**src/rtl/cpu_defs.sv**
```systemverilog
// Shared op codes, field positions, state encoding and decode flags for the
// cpu control path, its ALU control and benches.
package cpu_defs;

    localparam int OP_LSB   = 12;
    localparam int RD_LSB   = 8;
    localparam int EXT_LSB  = 4;
    localparam int RS_LSB   = 0;
    localparam int IMM8_LSB = 0;

    localparam logic [3:0] OP_RTYPE = 4'b0000;
    localparam logic [3:0] OP_AND   = 4'b0001;
    localparam logic [3:0] OP_OR    = 4'b0010;
    localparam logic [3:0] OP_XOR   = 4'b0011;
    localparam logic [3:0] OP_ADD   = 4'b0101;
    localparam logic [3:0] OP_ADDU  = 4'b0110;
    localparam logic [3:0] OP_ADDC  = 4'b0111;
    localparam logic [3:0] OP_SUB   = 4'b1001;
    localparam logic [3:0] OP_SUBC  = 4'b1010;
    localparam logic [3:0] OP_CMP   = 4'b1011;
    localparam logic [3:0] OP_MOV   = 4'b1101;

    typedef enum logic [1:0] {
        ST_FETCH,
        ST_DECODE,
        ST_EXECUTE,
        ST_WRITEBACK
    } state_t;

    typedef struct packed {
        logic legal;
        logic use_imm;
        logic pass_b;
        logic flag_we;
        logic is_cmp;
    } ctrl_flags_t;

    function automatic logic is_legal_code(input logic [3:0] c);
        case (c)
            OP_AND, OP_OR, OP_XOR, OP_ADD, OP_ADDU, OP_ADDC,
            OP_SUB, OP_SUBC, OP_CMP, OP_MOV: is_legal_code = 1'b1;
            default:                         is_legal_code = 1'b0;
        endcase
    endfunction

    // Arithmetic ops both update flags and sign-extend their immediate.
    function automatic logic is_arith(input logic [3:0] c);
        case (c)
            OP_ADD, OP_ADDU, OP_ADDC, OP_SUB, OP_SUBC, OP_CMP: is_arith = 1'b1;
            default:                                          is_arith = 1'b0;
        endcase
    endfunction

endpackage

```
**src/rtl/cpu_instr_decode.sv**
```systemverilog
// Combinational decode of one instruction word into datapath controls,
// legality and the extended immediate.
module cpu_instr_decode
    import cpu_defs::*;
#(
    parameter int REG_WIDTH     = 16,
    parameter int REG_ADDR_BITS = 4
) (
    input  logic [15:0]              ir,
    output logic [3:0]               alu_op,
    output logic [REG_ADDR_BITS-1:0] addr_a,
    output logic [REG_ADDR_BITS-1:0] addr_b,
    output logic [REG_WIDTH-1:0]     imm,
    output ctrl_flags_t              flags
);

    logic [3:0] op;
    logic [3:0] ext;
    logic [7:0] imm8;
    logic       r_type;
    logic       legal;

    always_comb begin
        op     = ir[OP_LSB +: 4];
        ext    = ir[EXT_LSB +: 4];
        imm8   = ir[IMM8_LSB +: 8];
        r_type = (op == OP_RTYPE);
        alu_op = r_type ? ext : op;
        addr_a = ir[RD_LSB +: REG_ADDR_BITS];
        addr_b = ir[RS_LSB +: REG_ADDR_BITS];
        legal  = is_legal_code(alu_op);

        flags         = '0;
        flags.legal   = legal;
        flags.use_imm = legal && !r_type;
        flags.pass_b  = legal && (alu_op == OP_MOV);
        flags.flag_we = legal && is_arith(alu_op);
        flags.is_cmp  = legal && (alu_op == OP_CMP);

        // R-type words reuse imm8 bits as ext/rs, so no immediate is presented.
        imm = '0;
        if (legal && !r_type) begin
            if (is_arith(alu_op))
                imm = {{(REG_WIDTH-8){imm8[7]}}, imm8};
            else
                imm = {{(REG_WIDTH-8){1'b0}}, imm8};
        end
    end

endmodule

```
**src/rtl/cpu_control_fsm.sv**
```systemverilog
// Multi-cycle fetch/decode/execute/writeback controller driving the cpu
// datapath; every output is a flop so the datapath sees glitch-free controls.
module cpu_control_fsm
    import cpu_defs::*;
#(
    parameter int REG_WIDTH     = 16,
    parameter int REG_ADDR_BITS = 4
) (
    input  logic                     clk,
    input  logic                     reset,
    input  logic [15:0]              instr,
    input  logic                     instrValid,
    output logic                     instrReady,
    output logic [3:0]               aluOpCode,
    output logic [REG_ADDR_BITS-1:0] regAddressA,
    output logic [REG_ADDR_BITS-1:0] regAddressB,
    output logic [REG_WIDTH-1:0]     immediate,
    output logic                     useImmediate,
    output logic                     passB,
    output logic                     regWriteEnable,
    output logic                     flagWriteEnable,
    output logic                     illegalInstr,
    output logic                     pcIncrement
);

    state_t                   state_q, state_d;
    logic [15:0]              ir_q, ir_d;
    logic [3:0]               alu_op_q, alu_op_d;
    logic [REG_ADDR_BITS-1:0] addr_a_q, addr_a_d;
    logic [REG_ADDR_BITS-1:0] addr_b_q, addr_b_d;
    logic [REG_WIDTH-1:0]     imm_q, imm_d;
    ctrl_flags_t              flags_q, flags_d;
    logic                     instr_ready_q, instr_ready_d;
    logic                     reg_we_q, reg_we_d;
    logic                     flag_we_q, flag_we_d;
    logic                     illegal_q, illegal_d;
    logic                     pc_inc_q, pc_inc_d;

    logic [3:0]               dec_alu_op;
    logic [REG_ADDR_BITS-1:0] dec_addr_a;
    logic [REG_ADDR_BITS-1:0] dec_addr_b;
    logic [REG_WIDTH-1:0]     dec_imm;
    ctrl_flags_t              dec_flags;

    // Decoding the word as it is captured lets controls be valid in DECODE.
    cpu_instr_decode #(
        .REG_WIDTH     (REG_WIDTH),
        .REG_ADDR_BITS (REG_ADDR_BITS)
    ) u_decode (
        .ir     (instr),
        .alu_op (dec_alu_op),
        .addr_a (dec_addr_a),
        .addr_b (dec_addr_b),
        .imm    (dec_imm),
        .flags  (dec_flags)
    );

    always_comb begin
        state_d   = state_q;
        ir_d      = ir_q;
        alu_op_d  = alu_op_q;
        addr_a_d  = addr_a_q;
        addr_b_d  = addr_b_q;
        imm_d     = imm_q;
        flags_d   = flags_q;
        reg_we_d  = 1'b0;
        flag_we_d = 1'b0;
        illegal_d = 1'b0;
        pc_inc_d  = 1'b0;

        case (state_q)
            ST_FETCH: begin
                if (instr_ready_q && instrValid) begin
                    ir_d      = instr;
                    alu_op_d  = dec_alu_op;
                    addr_a_d  = dec_addr_a;
                    addr_b_d  = dec_addr_b;
                    imm_d     = dec_imm;
                    flags_d   = dec_flags;
                    illegal_d = !dec_flags.legal;
                    pc_inc_d  = !dec_flags.legal;
                    state_d   = ST_DECODE;
                end
            end
            ST_DECODE: begin
                if (!flags_q.legal) begin
                    state_d = ST_FETCH;
                end else begin
                    flag_we_d = flags_q.flag_we;
                    pc_inc_d  = flags_q.is_cmp;
                    state_d   = ST_EXECUTE;
                end
            end
            ST_EXECUTE: begin
                if (flags_q.is_cmp) begin
                    state_d = ST_FETCH;
                end else begin
                    reg_we_d = 1'b1;
                    pc_inc_d = 1'b1;
                    state_d  = ST_WRITEBACK;
                end
            end
            ST_WRITEBACK: state_d = ST_FETCH;
            default:      state_d = ST_FETCH;
        endcase

        instr_ready_d = (state_d == ST_FETCH);
    end

    always_ff @(posedge clk) begin
        if (reset) begin
            state_q       <= ST_FETCH;
            ir_q          <= '0;
            alu_op_q      <= '0;
            addr_a_q      <= '0;
            addr_b_q      <= '0;
            imm_q         <= '0;
            flags_q       <= '0;
            instr_ready_q <= 1'b0;
            reg_we_q      <= 1'b0;
            flag_we_q     <= 1'b0;
            illegal_q     <= 1'b0;
            pc_inc_q      <= 1'b0;
        end else begin
            state_q       <= state_d;
            ir_q          <= ir_d;
            alu_op_q      <= alu_op_d;
            addr_a_q      <= addr_a_d;
            addr_b_q      <= addr_b_d;
            imm_q         <= imm_d;
            flags_q       <= flags_d;
            instr_ready_q <= instr_ready_d;
            reg_we_q      <= reg_we_d;
            flag_we_q     <= flag_we_d;
            illegal_q     <= illegal_d;
            pc_inc_q      <= pc_inc_d;
        end
    end

    assign instrReady      = instr_ready_q;
    assign aluOpCode       = alu_op_q;
    assign regAddressA     = addr_a_q;
    assign regAddressB     = addr_b_q;
    assign immediate       = imm_q;
    assign useImmediate    = flags_q.use_imm;
    assign passB           = flags_q.pass_b;
    assign regWriteEnable  = reg_we_q;
    assign flagWriteEnable = flag_we_q;
    assign illegalInstr    = illegal_q;
    assign pcIncrement     = pc_inc_q;

endmodule
```
**config.mk**
```make
export PLATFORM = sky130hd
export DESIGN_NAME = cpu_control_fsm
export DESIGN_NICKNAME = d
export VERILOG_FILES = /design/src/rtl/cpu_defs.sv /design/src/rtl/cpu_instr_decode.sv /design/src/rtl/cpu_control_fsm.sv
export SDC_FILE = /design/constraint.sdc
export NUM_CORES = 1
export LEC_CHECK = 0
export BUFFER_PORTS_ARGS = -buffer_cell sky130_fd_sc_hd__clkbuf_2
export CAP_MARGIN = 10
export CORE_ASPECT_RATIO = 0.6
export CORE_MARGIN = 5
export CORE_UTILIZATION = 51
export DETAILED_ROUTE_END_ITERATION = 6
export HOLD_SLACK_MARGIN = 0.08
export PLACE_DENSITY = 0.87
export REMOVE_ABC_BUFFERS = 1
export SYNTH_ARGS = -nofsm -noshare
export SYNTH_HDL_FRONTEND = slang
export SYNTH_SLANG_ARGS = --single-unit
```
**constraint.sdc**
```tcl
create_clock -name clk -period 3.6 [get_ports clk]
set_input_delay 0.36 -clock clk [delete_from_list [all_inputs] [get_ports clk]]
set_output_delay 0.36 -clock clk [all_outputs]
set_load 0.01 [all_outputs]
```
==> impl_metrics.toml, run 1 <==
[status]
outcome = "complete, no violations"

[cts]
cts_made_buffers = 5
clockBufferDepth = 2
htree_levels = 2
cts_root_buf = "clkbuf_8"
hold_buffers = 0
clk_pin_slew_ps = 60
clk_latency_ps = 280
cts_sinks = 33
cts_tree = "done"
cts_resized = 0
cts_setup_buffers = 0

[pwr]
power.density_mw_per_mm2 = 482
ir_drop_uv = 236
p_leak_nw = 0.764

[die]
ioPinCount = 54
dieHeight_um = 51.2
core_mm2 = 0.00261
die_w_um = 78.6
placementRows = 14
die_area_mm2 = 0.00402
start_util_pct = 55.2

[placed_design]
io_buffers = 53
dp_hpwl_um = 2240
place_congestion = 0.809
dp_slack_ps = 1760
placed_cell_area_mm2 = 0.00166

[detailed_routing]
drc_errors = 0
dr.pass1.iters = 4
viasPerCell = 5.27
dr.first_iter.drc_count = 87
ant_nets = 0
wl_per_cell_um = 13.1
wirelength_um = 3210
vias = 1291

[worst_setup_path]
r2r-start = "state_q[0]"
worstPathCellList = "nor2_1, nand3_2, or4_1, a21oi_1"
crit_arrival_ps = 2040
crit_required_ps = 3810
critPathKind = "reg -> reg"
slowest_stage = "or4_1"
reg2reg_to = "flags_q[0]"
max_stage_delay_ps = 660
start_kind = "register"
ff2ff_setup_slack_ps = 1770
critPathMaxFanout = 28
crit_path_end_kind = "register"
reg2regPathDepth = 4

[min_path]
worstHoldStart = "instr[8]"
min_to = "regAddressA[0]"
hp-class = "in -> reg"
holdPathStages = 3

[synthesis]
synth_area_leaders = "dfxtp_1, a21oi_1, nand2_1, buf_4, nor2_1"
ys_types = 34
ys_warn_count = 0
ys_seq_area_share_pct = 45.9
async_flop_share_pct = 0
avgSynthCellArea_um2 = 8.47
syn-cell-area_mm2 = 0.00144
synth_top_cells_by_count = "dfxtp_1, nand2_1, a21oi_1"
synthCells = 170
synth_top_cell_area_share_pct = 45.9
ys.flop_type = "dfxtp_1"
synth-seq-cells = 33
synth_edf_count = 0
yosys.area.top_type = "dfxtp_1"
synth_most_common_cell = "dfxtp_1"

[timing]
tns_ps = 0
hold-worst-slack_ps = 287
fmax_mhz = 547
slew_viol_final = 0
fin_crit_sh_pct = 50.8
setup_slack_ps = 1770
post-route-min-period_ps = 1830
finalSetupViolations = 0
rsz0062_at_grt = "false"
fin_skew_ps = 1.87
timing.slew.headroom_pct = 56.9
finalHoldViolCount = 0
worst_pin_slew_ps = 646

[global_routing]
grt.overflow.total = 0
grt_pass1_wl_um = 5420
grt_pass1_vias = 1190
antenna_found_initial = 0
grt_max_degree = 34
grtUsageTotal_pct = 17.6

[layout]
n_antenna_cell = 0
layout.nets = 231
area_delta_synth_final_pct = 23.3
drive_gt1_share_pct = 34.3
fin_area_mm2 = 0.00178

[run]
drv_cap = 0
## flip-flops by register name, indices dropped and copies added, names as in the netlist
register         cells
state_q              2
immediate            9
instrReady           1
regAddressB          4
flags_q              3
useImmediate         1
pcIncrement          1
aluOpCode            4
illegalInstr         1
regAddressA          4
flagWriteEnable      1
passB                1
regWriteEnable       1
## placed cells by master, fill, tap and decap left out, types with 2 or more instances in the layout
cell type  instances
nor4b_2            2
clkbuf_8           6
a21oi_1           23
o21ai_0            2
a311oi_1           2
clkbuf_2          53
nand2_1           29
a31oi_1            5
nand3_1            7
nor2_1            13
xnor2_1            2
dfxtp_1           33
nor3_1             6
inv_1              7
or4_1              3
## per-stage QoR
step / cells / total power [mW] / utilization (%)
floorplan: 151 / 0.455 / -
global placement: 237 / 0.506 / 63.6
detailed placement: 237 / 0.508 / 63.6
CTS: 245 / 0.868 / 68.0
global route: 245 / 0.900 / 68.0
finish: 245 / 0.856 / 68.0
## logic make-up after synthesis
| kind of cell | after synthesis | synth area share (%) |
|---|---|---|
| and+or+nand+nor | 71 | 26.6 |
| DFF | 33 | 45.9 |
| xor gates and xnor gates | 2 | 1.22 |
| AOI/OAI and AO/OA | 38 | 16.9 |
| buffers and inverters | 26 | 9.38 |
## worst max-delay path: cells and delay by family, from the launching register on
| family | cells | cell delay (ps) |
|---|---|---|
| simple gates | 3 | 1240 |
| flops | 1 | 360 |
| compound gates | 1 | 140 |
## worst max-delay path by stage
stage / start / endpoint / slack, ps / depth (start not counted)
after floorplan: instrValid / aluOpCode[0] / 740 / 2
after global placement: instr[15] / flags_q[4] / 1810 / 5
after detailed placement: state_q[0] / flags_q[0] / 1760 / 4
final: state_q[0] / flags_q[0] / 1770 / 4
after global routing: state_q[0] / flags_q[0] / 1620 / 4
after CTS: state_q[0] / flags_q[0] / 1750 / 4
## power breakdown
part | internal, mW | switching, mW | total (mW)
registers | 0.382 | 0.00961 | 0.392
clock network | 0.225 | 0.131 | 0.356
logic | 0.0428 | 0.0658 | 0.109
## final cells by class
class                   count  area, um2
multi-input cells         111        659
repair buffers             54        273
flip-flops and latches     33        661
inverters                   7       26.3
clock inverters             1       30.0
clock buffers               7       86.3
well taps                  32       40.0
fillers                   226        835
## per-layer routing
metal	part of all wire [%]	track usage (%)	up-vias
met5	0	0	-
met4	2.0	11.6	0
met3	8.2	6.84	7
met2	43	24.6	50
met1	47	22.6	561
li1	-	-	673
Power figures use the tool's default switching activity.
==> run 2: changes to the inputs <==
- CORE_UTILIZATION: 51 -> 43
- PLACE_DENSITY: 0.87 -> 0.79
- clock period: 3.6 -> 1.5 ns (I/O delays scaled with it)
==> run 2 against run 1 <==
  * Largest cell class unchanged
  * Global-route usage down 1.8 points
  * Sequential share of layout area down 3.2 points
  * Highest routed layer unchanged
  * Clock power up 140%
  * Setup slack worse by 1600 ps
  * Utilization down 8.2 points
  * Die area up 15%
  * Clock-buffer cell count unchanged
  * Clock skew up 5.0 ps
  * Fmax up 33%
  * Register-to-register slack worse by 1600 ps
==> impl_metrics.toml, run 2 (synthesis gave the netlist of run 1 again) <==
[cts]
cts_root_buf = "clkbuf_8"
cts_made_buffers = 5
cts_tree = "done"
clk_pin_slew_ps = 70
cts_setup_buffers = 0
clockBufferDepth = 2
cts_sinks = 33
clk_latency_ps = 280
htree_levels = 2

[worst_setup_path]
crit_path_end_kind = "register"
max_stage_delay_ps = 480
worstPathCellList = "or3b_2, o21ai_0, a211oi_1, nor3_1"
critPathKind = "reg -> reg"
crit_required_ps = 1700
critPathBufInv = 0
start_kind = "register"
crit_arrival_ps = 1570
crit_family = "simple AND/OR/NAND/NOR gates"
critPathMaxFanout = 4
slowest_stage = "or3b_2"

[pwr]
clkPwrFrac_pct = 40.7
internal-power_mw = 1.60
power.density_mw_per_mm2 = 1080
pwr-share-comb_pct = 14.5
pwr-share-seq_pct = 44.8
ir_drop_uv = 619
p_sw_mw = 0.503
p_sw_share_pct = 24.0
p_leak_nw = 0.848

[timing]
finalHoldViolCount = 0
fin_skew_ps = 6.84
tns_ps = 0
finalSetupViolations = 0
fmax_mhz = 728
slew_viol_final = 0
timing.slew.headroom_pct = 74.7
post-route-min-period_ps = 1370
worst_pin_slew_ps = 378
hold-worst-slack_ps = 85.4
rsz0062_at_grt = "false"
fin_crit_sh_pct = 91.5
setup_slack_ps = 127

[global_routing]
grt_pass1_wl_um = 5760
grt_max_degree = 29
grt_pass1_vias = 1291
grtUsageTotal_pct = 15.9
antenna_found_initial = 0
grt.overflow.total = 0

[placed_design]
dp_hpwl_um = 2610
place_congestion = 0.860
io_buffers = 53
dp_slack_ps = -38.6

[die]
start_util_pct = 44.4
ioPinCount = 54
placementRows = 16
die_w_um = 84.7
dieHeight_um = 54.8
die_area_mm2 = 0.00464
core_mm2 = 0.00324

[detailed_routing]
dr.pass1.iters = 4
viasPerCell = 5.05
drc_errors = 0
ant_nets = 0
dr.first_iter.drc_count = 53
vias = 1389
wl_per_cell_um = 12.8
wirelength_um = 3530

[layout]
n_antenna_cell = 0
largest_reg_flops = 9
final_util_pct = 59.8
layout_commonest_cell = "clkbuf_2"
drive_gt1_share_pct = 38.3
layout.nets = 248
area_delta_synth_final_pct = 34.8
final_cell_mix = "clkbuf_2, dfxtp_1, nand2_1"

[run]
drv_cap = 0

[min_path]
hp-class = "in -> reg"

[status]
outcome = "complete, no violations"
run 2: changes by cell type in the layout (fill, tap and decap cells not counted):
cell           previous run  this run
dlygate4sd3_1             0         2
buf_6                     0         1
buf_12                    0         1
buf_4                     1        14
run 2: power by group through the flow:
stage,Clock [mW],Sequential [mW],Combinational (mW)
floorplan,0,0.975,0.117
global placement,0,0.959,0.296
detailed placement,0,0.959,0.300
CTS,0.864,0.941,0.306
global route,0.901,0.945,0.336
finish,0.853,0.941,0.305
run 2: tightest hold or removal path, cell delays in order:
cell      delay (ps)
clkbuf_2          80
nand2_1           40
a21oi_1           50
run 2: cell type report:
cell class                 instances  area, um2
tap                               45       56.3
clock buffer                       7       86.3
multi-input combinational        111        659
timing repair buffer              71        422
inverter                           7       26.3
fill                             305       1300
clock inverter                     1       30.0
sequential                        33        661
run 2: final timing paths:
check	startpoint	to	slack, ps	depth (start not counted)
hold reg to reg	regAddressA[0]	regAddressA[0]	460	2
setup reg to reg	state_q[1]	pcIncrement	130	4
setup / recovery	state_q[1]	pcIncrement	130	4
hold / removal	instr[11]	regAddressA[3]	90	3
run 2: layer usage:
metal | global-route usage [%] | wire (um) | vias to the layer above
li1 | - | - | 701
met1 | 19.5 | 1630 | 634
met2 | 24.0 | 1500 | 48
met3 | 7.22 | 362 | 6
met4 | 7.63 | 43 | 0
met5 | 0 | 0 | -
run 2: per-stage QoR:
stage	cells	total power, mW	cell area (um2)
finish	275	2.10	1940
global route	275	2.18	1940
CTS	275	2.11	1940
detailed placement	265	1.26	1800
global placement	265	1.26	1800
floorplan	151	1.09	1330
run 2: timing repair:
item,CTS,global route
endpoints found under the setup margin,0,1
hold buffers,2,0
endpoints found under the hold margin,2,0
gates resized for setup,0,1
